$ cat src/rtl/scan_pkg.sv
// Shared types and default widths for the scan access port.
package scan_pkg;

  localparam int SCAN_IN_W  = 4;
  localparam int SCAN_OUT_W = 1;
  localparam int VEC_CNT_W  = 16;
  localparam int SEQ_CNT_W  = 8;

  typedef enum logic [2:0] {
    IDLE,
    LOAD,
    APPLY,
    CAPTURE,
    UNLOAD,
    DONE
  } scan_state_t;

endpackage

$ cat src/rtl/scan_shift_reg.sv
// Left-shifting register with parallel load; serial data enters at the LSB and leaves at the MSB.
module scan_shift_reg #(
  parameter int W = 4
) (
  input  logic         clock,
  input  logic         reset,
  input  logic         load,
  input  logic [W-1:0] load_data,
  input  logic         shift_en,
  input  logic         sin,
  output logic         sout,
  output logic [W-1:0] q_next
);

  logic [W-1:0] q;
  logic [W-1:0] shifted;

  generate
    if (W == 1) begin : g_single
      assign shifted = sin;
    end else begin : g_multi
      assign shifted = {q[W-2:0], sin};
    end
  endgenerate

  // NOTE: registers are written with <= so every flop samples pre-edge values.
  always_ff @(posedge clock) begin
    if (reset) begin
      q <= '0;
    end else if (load) begin
      q <= load_data;
    end else if (shift_en) begin
      q <= shifted;
    end
  end

  // q_next lets the owner capture a completed word on the same edge as its final shift.
  assign q_next = shifted;
  assign sout   = q[W-1];

endmodule

$ cat src/rtl/scan_access_port.sv
// Serial scan port: loads a vector, applies it to the core, captures the response and unloads it.
module scan_access_port
  import scan_pkg::*;
#(
  parameter int IN_W   = SCAN_IN_W,
  parameter int OUT_W  = SCAN_OUT_W,
  parameter int SETTLE = 1
) (
  input  logic                 clock,
  input  logic                 reset,
  input  logic                 start,
  output logic                 busy,
  output logic                 done,
  input  logic                 si,
  input  logic                 si_valid,
  output logic                 si_ready,
  output logic                 so,
  output logic                 so_valid,
  input  logic                 so_ready,
  output logic [IN_W-1:0]      core_in,
  input  logic [OUT_W-1:0]     core_out,
  output logic [VEC_CNT_W-1:0] vec_count
);

  localparam logic [SEQ_CNT_W-1:0] LOAD_LAST   = SEQ_CNT_W'(IN_W - 1);
  localparam logic [SEQ_CNT_W-1:0] SETTLE_LAST = SEQ_CNT_W'(SETTLE - 1);
  localparam logic [SEQ_CNT_W-1:0] UNLOAD_LAST = SEQ_CNT_W'(OUT_W - 1);

  scan_state_t          state;
  scan_state_t          state_next;
  logic [SEQ_CNT_W-1:0] cnt;
  logic                 scan_shift;
  logic                 resp_load;
  logic                 resp_shift;
  logic [IN_W-1:0]      scan_next;
  logic                 scan_sout_unused;
  logic [OUT_W-1:0]     resp_next_unused;

  always_ff @(posedge clock) begin
    if (reset) begin
      state <= IDLE;
    end else begin
      state <= state_next;
    end
  end

  // NOTE: state_next gets a default before the case so no path leaves it unassigned (no latch).
  always_comb begin
    state_next = state;
    case (state)
      IDLE:    if (start) state_next = LOAD;
      LOAD:    if (si_valid && cnt == LOAD_LAST) state_next = APPLY;
      APPLY:   if (cnt == SETTLE_LAST) state_next = CAPTURE;
      CAPTURE: state_next = UNLOAD;
      UNLOAD:  if (so_ready && cnt == UNLOAD_LAST) state_next = DONE;
      DONE:    state_next = IDLE;
      default: state_next = IDLE;
    endcase
  end

  always_comb begin
    busy       = (state != IDLE);
    si_ready   = (state == LOAD);
    so_valid   = (state == UNLOAD);
    done       = (state == DONE);
    resp_load  = (state == CAPTURE);
    scan_shift = si_ready && si_valid;
    resp_shift = so_valid && so_ready;
  end

  // One counter serves bits loaded, settle cycles and bits unloaded; it restarts on every state change.
  always_ff @(posedge clock) begin
    if (reset) begin
      cnt <= '0;
    end else if (state_next != state) begin
      cnt <= '0;
    end else if (scan_shift || state == APPLY || resp_shift) begin
      cnt <= cnt + 1'b1;
    end
  end

  // core_in only changes when a full vector is in hand, so the core never sees a partial shift.
  always_ff @(posedge clock) begin
    if (reset) begin
      core_in <= '0;
    end else if (state == LOAD && state_next == APPLY) begin
      core_in <= scan_next;
    end
  end

  always_ff @(posedge clock) begin
    if (reset) begin
      vec_count <= '0;
    end else if (done && vec_count != '1) begin
      vec_count <= vec_count + 1'b1;
    end
  end

  scan_shift_reg #(.W(IN_W)) u_scan_chain (
    .clock     (clock),
    .reset     (reset),
    .load      (1'b0),
    .load_data ('0),
    .shift_en  (scan_shift),
    .sin       (si),
    .sout      (scan_sout_unused),
    .q_next    (scan_next)
  );

  scan_shift_reg #(.W(OUT_W)) u_resp_chain (
    .clock     (clock),
    .reset     (reset),
    .load      (resp_load),
    .load_data (core_out),
    .shift_en  (resp_shift),
    .sin       (1'b0),
    .sout      (so),
    .q_next    (resp_next_unused)
  );

endmodule

$ cat config.mk
export PLATFORM = sky130hd
export DESIGN_NAME = scan_access_port
export DESIGN_NICKNAME = d
export VERILOG_FILES = /design/src/rtl/scan_pkg.sv /design/src/rtl/scan_shift_reg.sv /design/src/rtl/scan_access_port.sv
export SDC_FILE = /design/constraint.sdc
export NUM_CORES = 1
export LEC_CHECK = 0
export ABC_AREA = 1
export CAP_MARGIN = 20
export CORE_MARGIN = 2
export CORE_UTILIZATION = 57
export CTS_CLUSTER_SIZE = 25
export DETAILED_ROUTE_END_ITERATION = 8
export MAX_ROUTING_LAYER = met4
export PLACE_DENSITY = 0.84
export SYNTH_ARGS = -nofsm -noshare
export SYNTH_HDL_FRONTEND = slang
export SYNTH_SLANG_ARGS = --single-unit
$ cat constraint.sdc
create_clock -name clock -period 3.8 [get_ports clock]
set_input_delay 0.76 -clock clock [delete_from_list [all_inputs] [get_ports clock]]
set_output_delay 0.76 -clock clock [all_outputs]
set_load 0.02 [all_outputs]
Word level (Yosys, flattened, before mapping):

Index checks and enable logic that the tools add are counted.

* word-level logic and storage cells: 37
* input bits: 7
* bits in registers: 35
* output and inout port bits: 25

* multiplexer cells: 7
* $add $sub $neg: 2
* reductions and logical operators: 13
* eq/ne operators: 9

Operators with widths (count)
* $add A16 B1 Y16 const B: 1
* $ne A16 B16 Y1 const B: 1
* $pmux W3 S5: 1
* $mux W3: 4
* $eq A3 B2 Y1 const B: 3
* $add A8 B1 Y8 const B: 1
* $eq A8 B2 Y1 const B: 1
* $logic_not A8 Y1: 1
* $eq A3 B3 Y1 const B: 2
* $logic_and A1 B1 Y1: 6
* $eq A3 B1 Y1 const B: 1
* $logic_not A3 Y1: 1
* $ne A3 B3 Y1: 1
* $reduce_bool A3 Y1: 1
* $logic_or A1 B1 Y1: 2
* $mux W1: 2
* $reduce_bool A2 Y1: 1
* $reduce_or A2 Y1: 1

Longest topological paths before layout:

Gate-level depths: netlist of the first run.

* word-level depth: 6
* mapped depth: 10
* mapped depth without buffers: 10

Hierarchy:

A second synthesis of the first run with hierarchy kept.

* cell total of the unflattened synthesis: 336
* area total of the unflattened synthesis: 2127.0 um2

By module, submodules not included
* scan_access_port: times used 1, sequential area each 620.6 um2, cells each 292, area each 1859.3 um2
* scan_shift_reg (u_scan_chain): times used 1, sequential area each 80.1 um2, cells each 34, area each 206.4 um2
* scan_shift_reg (u_resp_chain): times used 1, sequential area each 20.0 um2, cells each 10, area each 61.3 um2

Least setup slack after synthesis of the first run:

No wires, ideal clock.

* kind: flip-flop to flip-flop
* start point: register vec_count[0]
* end point: register vec_count[7]
* period minus slack after synthesis: 1.762 ns
* setup slack: 2.038 ns
* setup time: 0.132 ns
* path buffers: 1
* data required time: 3.668 ns
* arrival: 1.630 ns
* stages on the path, launching flop included: 10
* cells stage by stage: dfxtp_1 ha_1 inv_1 nor2_4 nand2_2 o21ai_4 inv_2 buf_6 nand2_1 a21oi_2

* longest elaborated chain between the ends: 2
* elaborated cells on any way between the ends: 3
* those cells by class: 1 x add/sub; 1 x eq/ne; 1 x reduce/logical

RTL lines
* from (decl): line scan_access_port.sv:22 `output logic [VEC_CNT_W-1:0] vec_count`
* from (signal assigned): line scan_access_port.sv:95 `vec_count <= vec_count + 1'b1;`
* parallel branches: the longest is 2 deep, another holds $add A16 B1 Y16

Parallel ways; which one is timed is not known.
A chain may end at the register's enable or synchronous reset.

Worst setup path after layout of the first run:

* start point: register state[2]
* end point: output done

* longest elaborated chain between the ends: 1

RTL lines
* from (decl): line scan_access_port.sv:29 `scan_state_t state;`
* from (signal assigned): line scan_access_port.sv:43 `state <= state_next;`
* $eq A3 B3 Y1: line scan_access_port.sv:65 `done = (state == DONE);`
* to (decl): line scan_access_port.sv:13 `output logic done,`

Every way passes these cells.

==> out/metrics.yaml, run 1 <==
layout:
  layout_commonest_cell: "nand2_1"
  antenna_cells: 0
  fin_area_mm2: 0.002391
  drive_above_1_share_pct: 7.761
  stdcell_count: 381
  layout_common_cells: "nand2_1, inv_1, dfxtp_1"
  final_nets: 344
  num-fill-cells: 307
  seq_area_um2: 700.7
  multiInputGateArea_mm2: 0.001076
  area_growth_pct: 21.03
timing:
  tightest_slew_ps: 459.4
  setup_viol: 0
  fin_crit_sh_pct: 68.75
  relSlewSlack_pct: 69.26
  period_minus_slack_ps: 2613
  rsz0062_at_grt: "no"
  max_freq_mhz: 382.8
  worst_slack_ps: 1187
  drv_slew: 0
  hold_viol: 0
  skew_ps: 13.17
  setup_tns_ps: 0
power_and_ir_drop:
  ir_drop_uv: 266.6
  p_total_w: 0.0006848
  leakage_nw: 0.9731
  power_density_mw_per_mm2: 286.4
routing:
  routed-wl-met3_um: 202
  dr_wl_met2_um: 1977
  m1WireLength_um: 2014
  top_layer: "met4"
  drcViolationCount: 0
  first_iter_violations: 157
  vias_per_cell: 5.100
  dr.pass1.iters: 4
  routed_wl_um: 4242
  ant_nets: 0
  wire_per_inst_um: 11.13
  dr_total_vias: 1943
die:
  die_area_mm2: 0.003953
  design.core.area_mm2: 0.003337
  initial_core_util_pct: 59.21
  fp.dieH_um: 62.88
  placementRows: 21
  die_x_um: 62.88
  boundaryPins: 32
clock_network:
  ctsHoldBuffers: 0
  post_cts_resized: 0
  clk_path_buf_depth: 2
  cts_buffers: 5
  clockRootBuffer: "clkbuf_4"
  ctsHtreeMaxLevel: 2
  cts.sinks: 35
  clkTransAtPathRegs_ps: 120
  cts_setup_buffers: 0
  insertion_delay_ps: 340
  cts_tree: "built"
critical_path:
  cp_slowest_stage_delay_ps: 660
  arrival_ps: 1850
  cpMaxStageDelayCell: "clkdlybuf4s50_1"
  critPathLaunchType: "register"
  path_buf_inv: 2
  crit_chain: "inv_1 > nor3_4 > clkdlybuf4s50_1"
  worstSetupPathType: "register to primary output"
  crit_required_ps: 3040
  critical_path.max_fanout: 5
  critical-path-top-delay-family: "buffers and inverters"
  worstSetupEndpointType: "primary output"
global_route:
  grt_pass1_wl_um: 7534
  grt.overflow.total: 0
  grt_max_degree: 17
  grtUsageTotal_pct: 23.98
  grt_pass1_vias: 1783
  antenna_found_initial: 0
outcome:
  status: "complete, no violations"
yosys:
  synth_area_mm2: 0.001976
  synth_seq_cells: 35
  yosysSeqAreaShare_pct: 35.47
  synth_fp_nets: 310
  yosysWarnings: 0
  synthCells: 300
  avgSynthCellArea_um2: 6.585
  synth_cell_types: 24
worst_hold_path:
  hold_path_class: "register to register"
placement:
  dp_slack_ps: 1433
  placed_area_mm2: 0.002310
  hpwl_um: 3134
  place_inst: 373
  portBuffers: 31
  gp_congestion: 0.8383
job:
  cap_viol_max_count: 0
[synth_stat cells]
master / count / area (um2)
a21oi_1: 20 / 100.1
a21oi_2: 2 / 17.52
buf_1: 1 / 3.750
buf_6: 3 / 33.78
clkbuf_1: 1 / 3.750
dfxtp_1: 35 / 700.7
ha_1: 3 / 37.54
inv_1: 40 / 150.1
inv_2: 2 / 7.510
nand2_1: 98 / 367.9
nand2_2: 3 / 18.77
nand3_1: 22 / 110.1
nand3_2: 1 / 10.01
nand4_1: 7 / 43.79
nor2_1: 24 / 90.09
nor2_2: 3 / 18.77
nor2_4: 3 / 33.78
nor3_1: 6 / 30.03
nor3_4: 2 / 32.53
o21ai_0: 11 / 55.05
o21ai_1: 3 / 15.01
o21ai_4: 1 / 16.27
xnor2_1: 3 / 26.28
xor2_1: 6 / 52.55
[tightest hold or removal path, cell delays in order, from the launching register on]
cell and delay, ps:
dfxtp_1 330, inv_1 50, a21oi_1 50
[per-layer routing]
metal  up-vias  track usage, %
met5         -               -
met1       871           29.81
met4         0           6.944
li1       1024               -
met2        42           38.83
met3         6           5.586
[logic make-up (layout without fill, tap and decap cells)]
family | Yosys count | in the layout | share of synthesized area (%)
flops | 35 | 35 | 35.47
buf+inv | 47 | 82 | 10.07
xor+xnor | 9 | 9 | 3.990
simple gates | 169 | 169 | 38.25
fa+ha+maj | 3 | 3 | 1.900
compound gates | 37 | 37 | 10.32
[worst paths after layout]
path	startpoint	slack, ps	cells past startpoint	to
min reg2reg	core_in[3]	450	2	core_in[3]
max	state[2]	1190	3	done
min	core_in[3]	450	2	core_in[3]
max reg2reg	vec_count[0]	1750	8	vec_count[8]
[registers in the layout (all words and copies together), names as in the netlist]
register,flops
cnt,8
core_in,4
state,3
u_resp_chain.sout,1
u_scan_chain.q,3
vec_count,16
[final cells by class]
type                            count  share of cell area (%)
Multi-Input combinational cell    218                   45.00
Inverter                           42                   6.593
Sequential cell                    35                   29.30
Clock inverter                      3                   1.832
Tap cell                           46                   2.407
Clock buffer                        5                   1.570
Timing Repair Buffer               32                   13.29
[power breakdown]
part | internal, W | switching [W] | total (W)
registers | 0.000370 | 0.00000219 | 0.000372
clock network | 0.000138 | 0.000132 | 0.000271
logic | 0.0000165 | 0.0000253 | 0.0000417
[through the flow]
| stage | hold slack (ps) | utilization (%) |
|---|---|---|
| finish | 454.4 | 71.65 |
| global route | 481.9 | 71.65 |
| CTS | 462.9 | 71.65 |
| detailed placement | 445.2 | 69.22 |
| global placement | 443.3 | 69.22 |
| floorplan | 449.5 | - |
No activity file was read; power rests on OpenSTA's default activity.
==> run 2, diff against run 1 <==
- CORE_UTILIZATION: 57 -> 48
- PLACE_DENSITY: 0.84 -> 0.76
- clock period: 3.8 -> 2.4 ns (I/O delays scaled with it)
==> run 2 against run 1 <==
  * Die area grew 18%
  * Final area grew 3.1%
  * Critical path depth unchanged
  * Utilization is 9.6 points lower
  * Worst setup slack worse by 1000 ps
  * Via count down 6.6%
  * Register-to-register slack worse by 1200 ps
  * Clock skew down 7.9 ps
  * Critical path type unchanged
  * Largest cell class unchanged
==> out/metrics.yaml, run 2 (synthesized netlist as in run 1, its figures left out) <==
critical_path:
  cpMaxStageDelayCell: "clkdlybuf4s50_1"
  worstSetupEndpointType: "primary output"
  critPathLaunchType: "register"
  cp_slowest_stage_delay_ps: 660  # about the same
  crit_required_ps: 1920  # -1120 ps
  crit_chain: "inv_1 > nor3_4 > clkdlybuf4s50_1"
  critical_path.max_fanout: 5  # unchanged
  critical-path-top-delay-family: "buffers and inverters"
  arrival_ps: 1760  # -90 ps
  path_buf_inv: 2  # unchanged
  worstSetupPathType: "register to primary output"
timing:
  skew_ps: 5.251  # -7.919 ps
  hold_ws_ps: 446.4  # -7.970 ps
  period_minus_slack_ps: 2238
  hold_viol: 0  # unchanged
  setup_tns_ps: 0  # unchanged
  setup_viol: 0  # unchanged
  fin_crit_sh_pct: 93.23
  tightest_slew_ps: 372.6  # -86.81 ps
  rsz0062_at_grt: "no"
  drv_slew: 0  # unchanged
  max_freq_mhz: 446.9
  worst_slack_ps: 162.5  # -1025 ps
  relSlewSlack_pct: 75.09  # +5.8 points
layout:
  final_nets: 346  # +0.58%
  antenna_cells: 0  # unchanged
  multiInputGateArea_mm2: 0.001076  # unchanged
  drive_above_1_share_pct: 8.309  # +0.55 points
  largest_reg_flops: 16  # unchanged
  max_flop_register: "vec_count"
  top_regs: "vec_count (16), cnt (8), core_in (4)"
  num-fill-cells: 370  # +21%
  seq_area_um2: 700.7  # unchanged
  layout_common_cells: "nand2_1, inv_1, dfxtp_1"
  utilization_pct: 62.10  # -9.6 points
  layout_commonest_cell: "nand2_1"
  area_growth_pct: 24.83
die:
  die_area_mm2: 0.004645  # +18%
  boundaryPins: 32  # unchanged
  placementRows: 23  # +9.5%
  initial_core_util_pct: 49.75  # -9.5 points
  design.core.area_mm2: 0.003971  # +19%
  die_x_um: 68.16  # +8.4%
  fp.dieH_um: 68.16  # +8.4%
clock_network:
  ctsHoldBuffers: 0  # unchanged
  clockRootBuffer: "clkbuf_8"
  post_cts_resized: 0  # unchanged
  clk_path_buf_depth: 2  # unchanged
  insertion_delay_ps: 280  # -60 ps
  cts_setup_buffers: 0  # unchanged
  cts_buffers: 5  # unchanged
  cts.sinks: 35  # unchanged
  cts_tree: "built"
  ctsHtreeMaxLevel: 2  # unchanged
  clkTransAtPathRegs_ps: 70  # -50 ps
worst_hold_path:
  hold_path_class: "register to register"
power_and_ir_drop:
  power_density_mw_per_mm2: 522.0  # +82%
  ir_drop_uv: 313.2  # +18%
  p_total_w: 0.001287  # +88%
  leakage_nw: 1.001  # +2.9%
placement:
  portBuffers: 31  # unchanged
  hpwl_um: 3018  # -3.7%
  dp_slack_ps: 347.2  # -1086 ps
  gp_congestion: 0.8545  # +1.9%
global_route:
  grt.overflow.total: 0  # unchanged
  grt_max_degree: 17  # unchanged
  grt_pass1_wl_um: 6858  # -9.0%
  antenna_found_initial: 0  # unchanged
  grt_pass1_vias: 1579  # -11%
  grtUsageTotal_pct: 20.17  # -3.8 points
routing:
  dr_total_vias: 1814  # -6.6%
  routed_wl_um: 4041  # -4.7%
  drcViolationCount: 0  # unchanged
  ant_nets: 0  # unchanged
  wire_per_inst_um: 10.44  # -6.2%
  vias_per_cell: 4.687  # -8.1%
  first_iter_violations: 75  # -52%
  dr.pass1.iters: 4  # unchanged
outcome:
  status: "complete, no violations"
job:
  cap_viol_max_count: 0  # unchanged
[run 2: cell types whose count changed in the layout (fill, tap and decap cells not counted), sizes merged]
cell,delta
buf,+2
bufinv,+1
clkinv,-2
clkinvlp,+1
[run 2: final timing paths]
check	startpoint	to	slack, ps	cells past startpoint
min	core_in[2]	core_in[2]	450	2
min reg2reg	core_in[2]	core_in[2]	450	2
max	state[2]	done	160	3
max reg2reg	cnt[0]	cnt[2]	590	8
[run 2: per-stage QoR]
step / std cells / cell area, um2
finish: 387 / 2466
global route: 387 / 2466
CTS: 387 / 2466
detailed placement: 379 / 2330
global placement: 379 / 2330
floorplan: 300 / 1976
[run 2: worst register-to-register path, stage by stage (launching register included)]
cell and delay [ps]:
dfxtp_1 390, ha_1 310, nand2_1 80, nor3_1 180, nand3_1 330, nand2_1 220, nor2_4 80, nand3_1 70
inv_1 40
[run 2: power breakdown]
group	internal, W	switching (W)
Combinational	0.0000273	0.0000395
Sequential	0.000586	0.00000321
Clock	0.000414	0.000217
Total	0.00103	0.000260
[run 2: metal layers]
layer / routed length (um) / track usage (%)
met1: 2021 / 25.51
met2: 1827 / 31.92
met3: 163 / 5.428
met5: 0 / -
met4: 29 / 5.250
[run 2: cell type report]
type	count	share of cell area, %
tap	50	2.537
timing repair buffer	34	13.50
clock inverter	3	2.740
sequential	35	28.41
inverter	42	6.393
clock buffer	5	2.790
multi-input combinational	218	43.63
==> patch (config.mk and constraints of run 2) <==
The package constant `SEQ_CNT_W` goes from 8 to 12.
--- a/src/rtl/scan_pkg.sv
+++ b/src/rtl/scan_pkg.sv
@@ -5,5 +5,5 @@
   localparam int SCAN_OUT_W = 1;
   localparam int VEC_CNT_W  = 16;
-  localparam int SEQ_CNT_W  = 8;
+  localparam int SEQ_CNT_W  = 12;
 
   typedef enum logic [2:0] {
Check against the original RTL: no difference found for any inputs over 10 cycles, from zero or initial values and one cycle with reset high; that may be too few to reach the edited logic, so the function may still have changed.
==> patch against run 2 <==
Sequential cell count increased by 4; worst setup slack improved by 24 ps; first-iteration DRC count is 69% higher; die area increased by 14%; cell count grew 13%; area after synthesis increased by 15%; routed wire length grew 22%; design area increased by 9.1%; power shrank 10%.
==> patch: results (changes against run 2) <==
| Metric | Value |
|---|---|
| Status | completed |
| Gpl congestion | 0.903 (+5.6%) |
| Top cells by area, synth | dfxtp_1, nand2_1, nor2_1, inv_1, a21oi_1 |
| Leakage power total | 0.00103 µW (+3.2%) |
| Area share of fa/ha/maj cells after synthesis | 1.66% (-0.24 points) |
| Fin Clk Skew | 10.7 ps (+5.46 ps) |
| Largest net degree at the start of global routing | 19 (+2) |
| Vias per cell | 5.02 (+7.0%) |
| Avg Inst Size Synth | 6.48 µm² (-1.6%) |
| Sequential-to-total area share from yosys stat | 34.5% (-0.95 points) |
| Placed cells | 428 (+13%) |
| Grt met3 use | 3.73% (-1.7 points) |
| Crit path DAT | 1730 ps (-30 ps) |
| CP max FO | 6 (+1) |
| Total Routing Usage GR | 20.7% (+0.52 points) |
| Grt met2 use | 34.3% (+2.4 points) |
| FF-to-FF End | vec_count[13] |
| Top flop regs | vec_count: 16 flops, cnt: 12 flops, core_in: 4 flops |
| Layout cells sized above 1 | 6.51% (-1.8 points) |
| Reg-to-Reg Start | vec_count[0] |
| DR iter-0 viols | 127 (+69%) |
| Area after DPL | 2610 µm² (+12%) |
| Net Count, Synth | 359 (+16%) |
| Met1 usage in global routing | 25.9% (+0.44 points) |
| Clk power | 428 µW (-32%) |
| Pwr Density | 431 nW/µm² (-17%) |
| P_comb | 73.3 µW (+9.7%) |
| Switch share | 23.7% (+3.5 points) |
| Avg WL per Cell | 11.3 µm (+7.9%) |
| Hold Crit Start | core_in[2] |
| Hold WS | 464 ps (+17.2 ps) |
| Worst vdd ir | 216 µV (-31%) |
| Critical Path Sink | si_ready |
| Post-Synth XOR/XNOR Area | 5.42% (+1.4 points) |
| Final Non-Filler Cells | 436 (+13%) |
| First-pass GRT wire length | 8.48 mm (+24%) |
| Synth Area in Compound Gates | 8.68% (-1.6 points) |
| Flop2flop setup slack | 630 ps (+40 ps) |
| Placed wire-length estimate | 3.67 mm (+22%) |
| Rel. slew slack | 58.8% (-16 points) |
[patch: changes by cell type after synthesis, sizes merged]
cell | before | now
a21oi | 22 | 23
dfxtp | 35 | 39
inv | 42 | 46
nand2 | 101 | 110
nand3 | 23 | 22
nand4 | 7 | 13
nor2 | 30 | 59
nor3 | 8 | 1
o21ai | 15 | 14
xor2 | 6 | 11
[patch: area by class of cell]
cell class | instances | area (µm²)
fillers | 417 | 1750
multi-input cells | 259 | 1270
flip-flops and latches | 39 | 781
repair buffers | 32 | 318
inverters | 46 | 173
clock buffers | 7 | 76.3
well taps | 52 | 65.1
clock inverters | 1 | 5.00
[patch: layer usage]
layer | vias to the layer above | wire length [µm]
met3 | 7 | 127
met2 | 32 | 2390
met4 | 0 | 58
li1 | 1160 | -
met1 | 988 | 2340
met5 | - | 0
[patch: critical path, stage by stage, from the launching register on]
cell,delay [ps]
dfxtp_1,350
inv_1,130
nand3_2,130
inv_1,190
clkdlybuf4s50_1,630
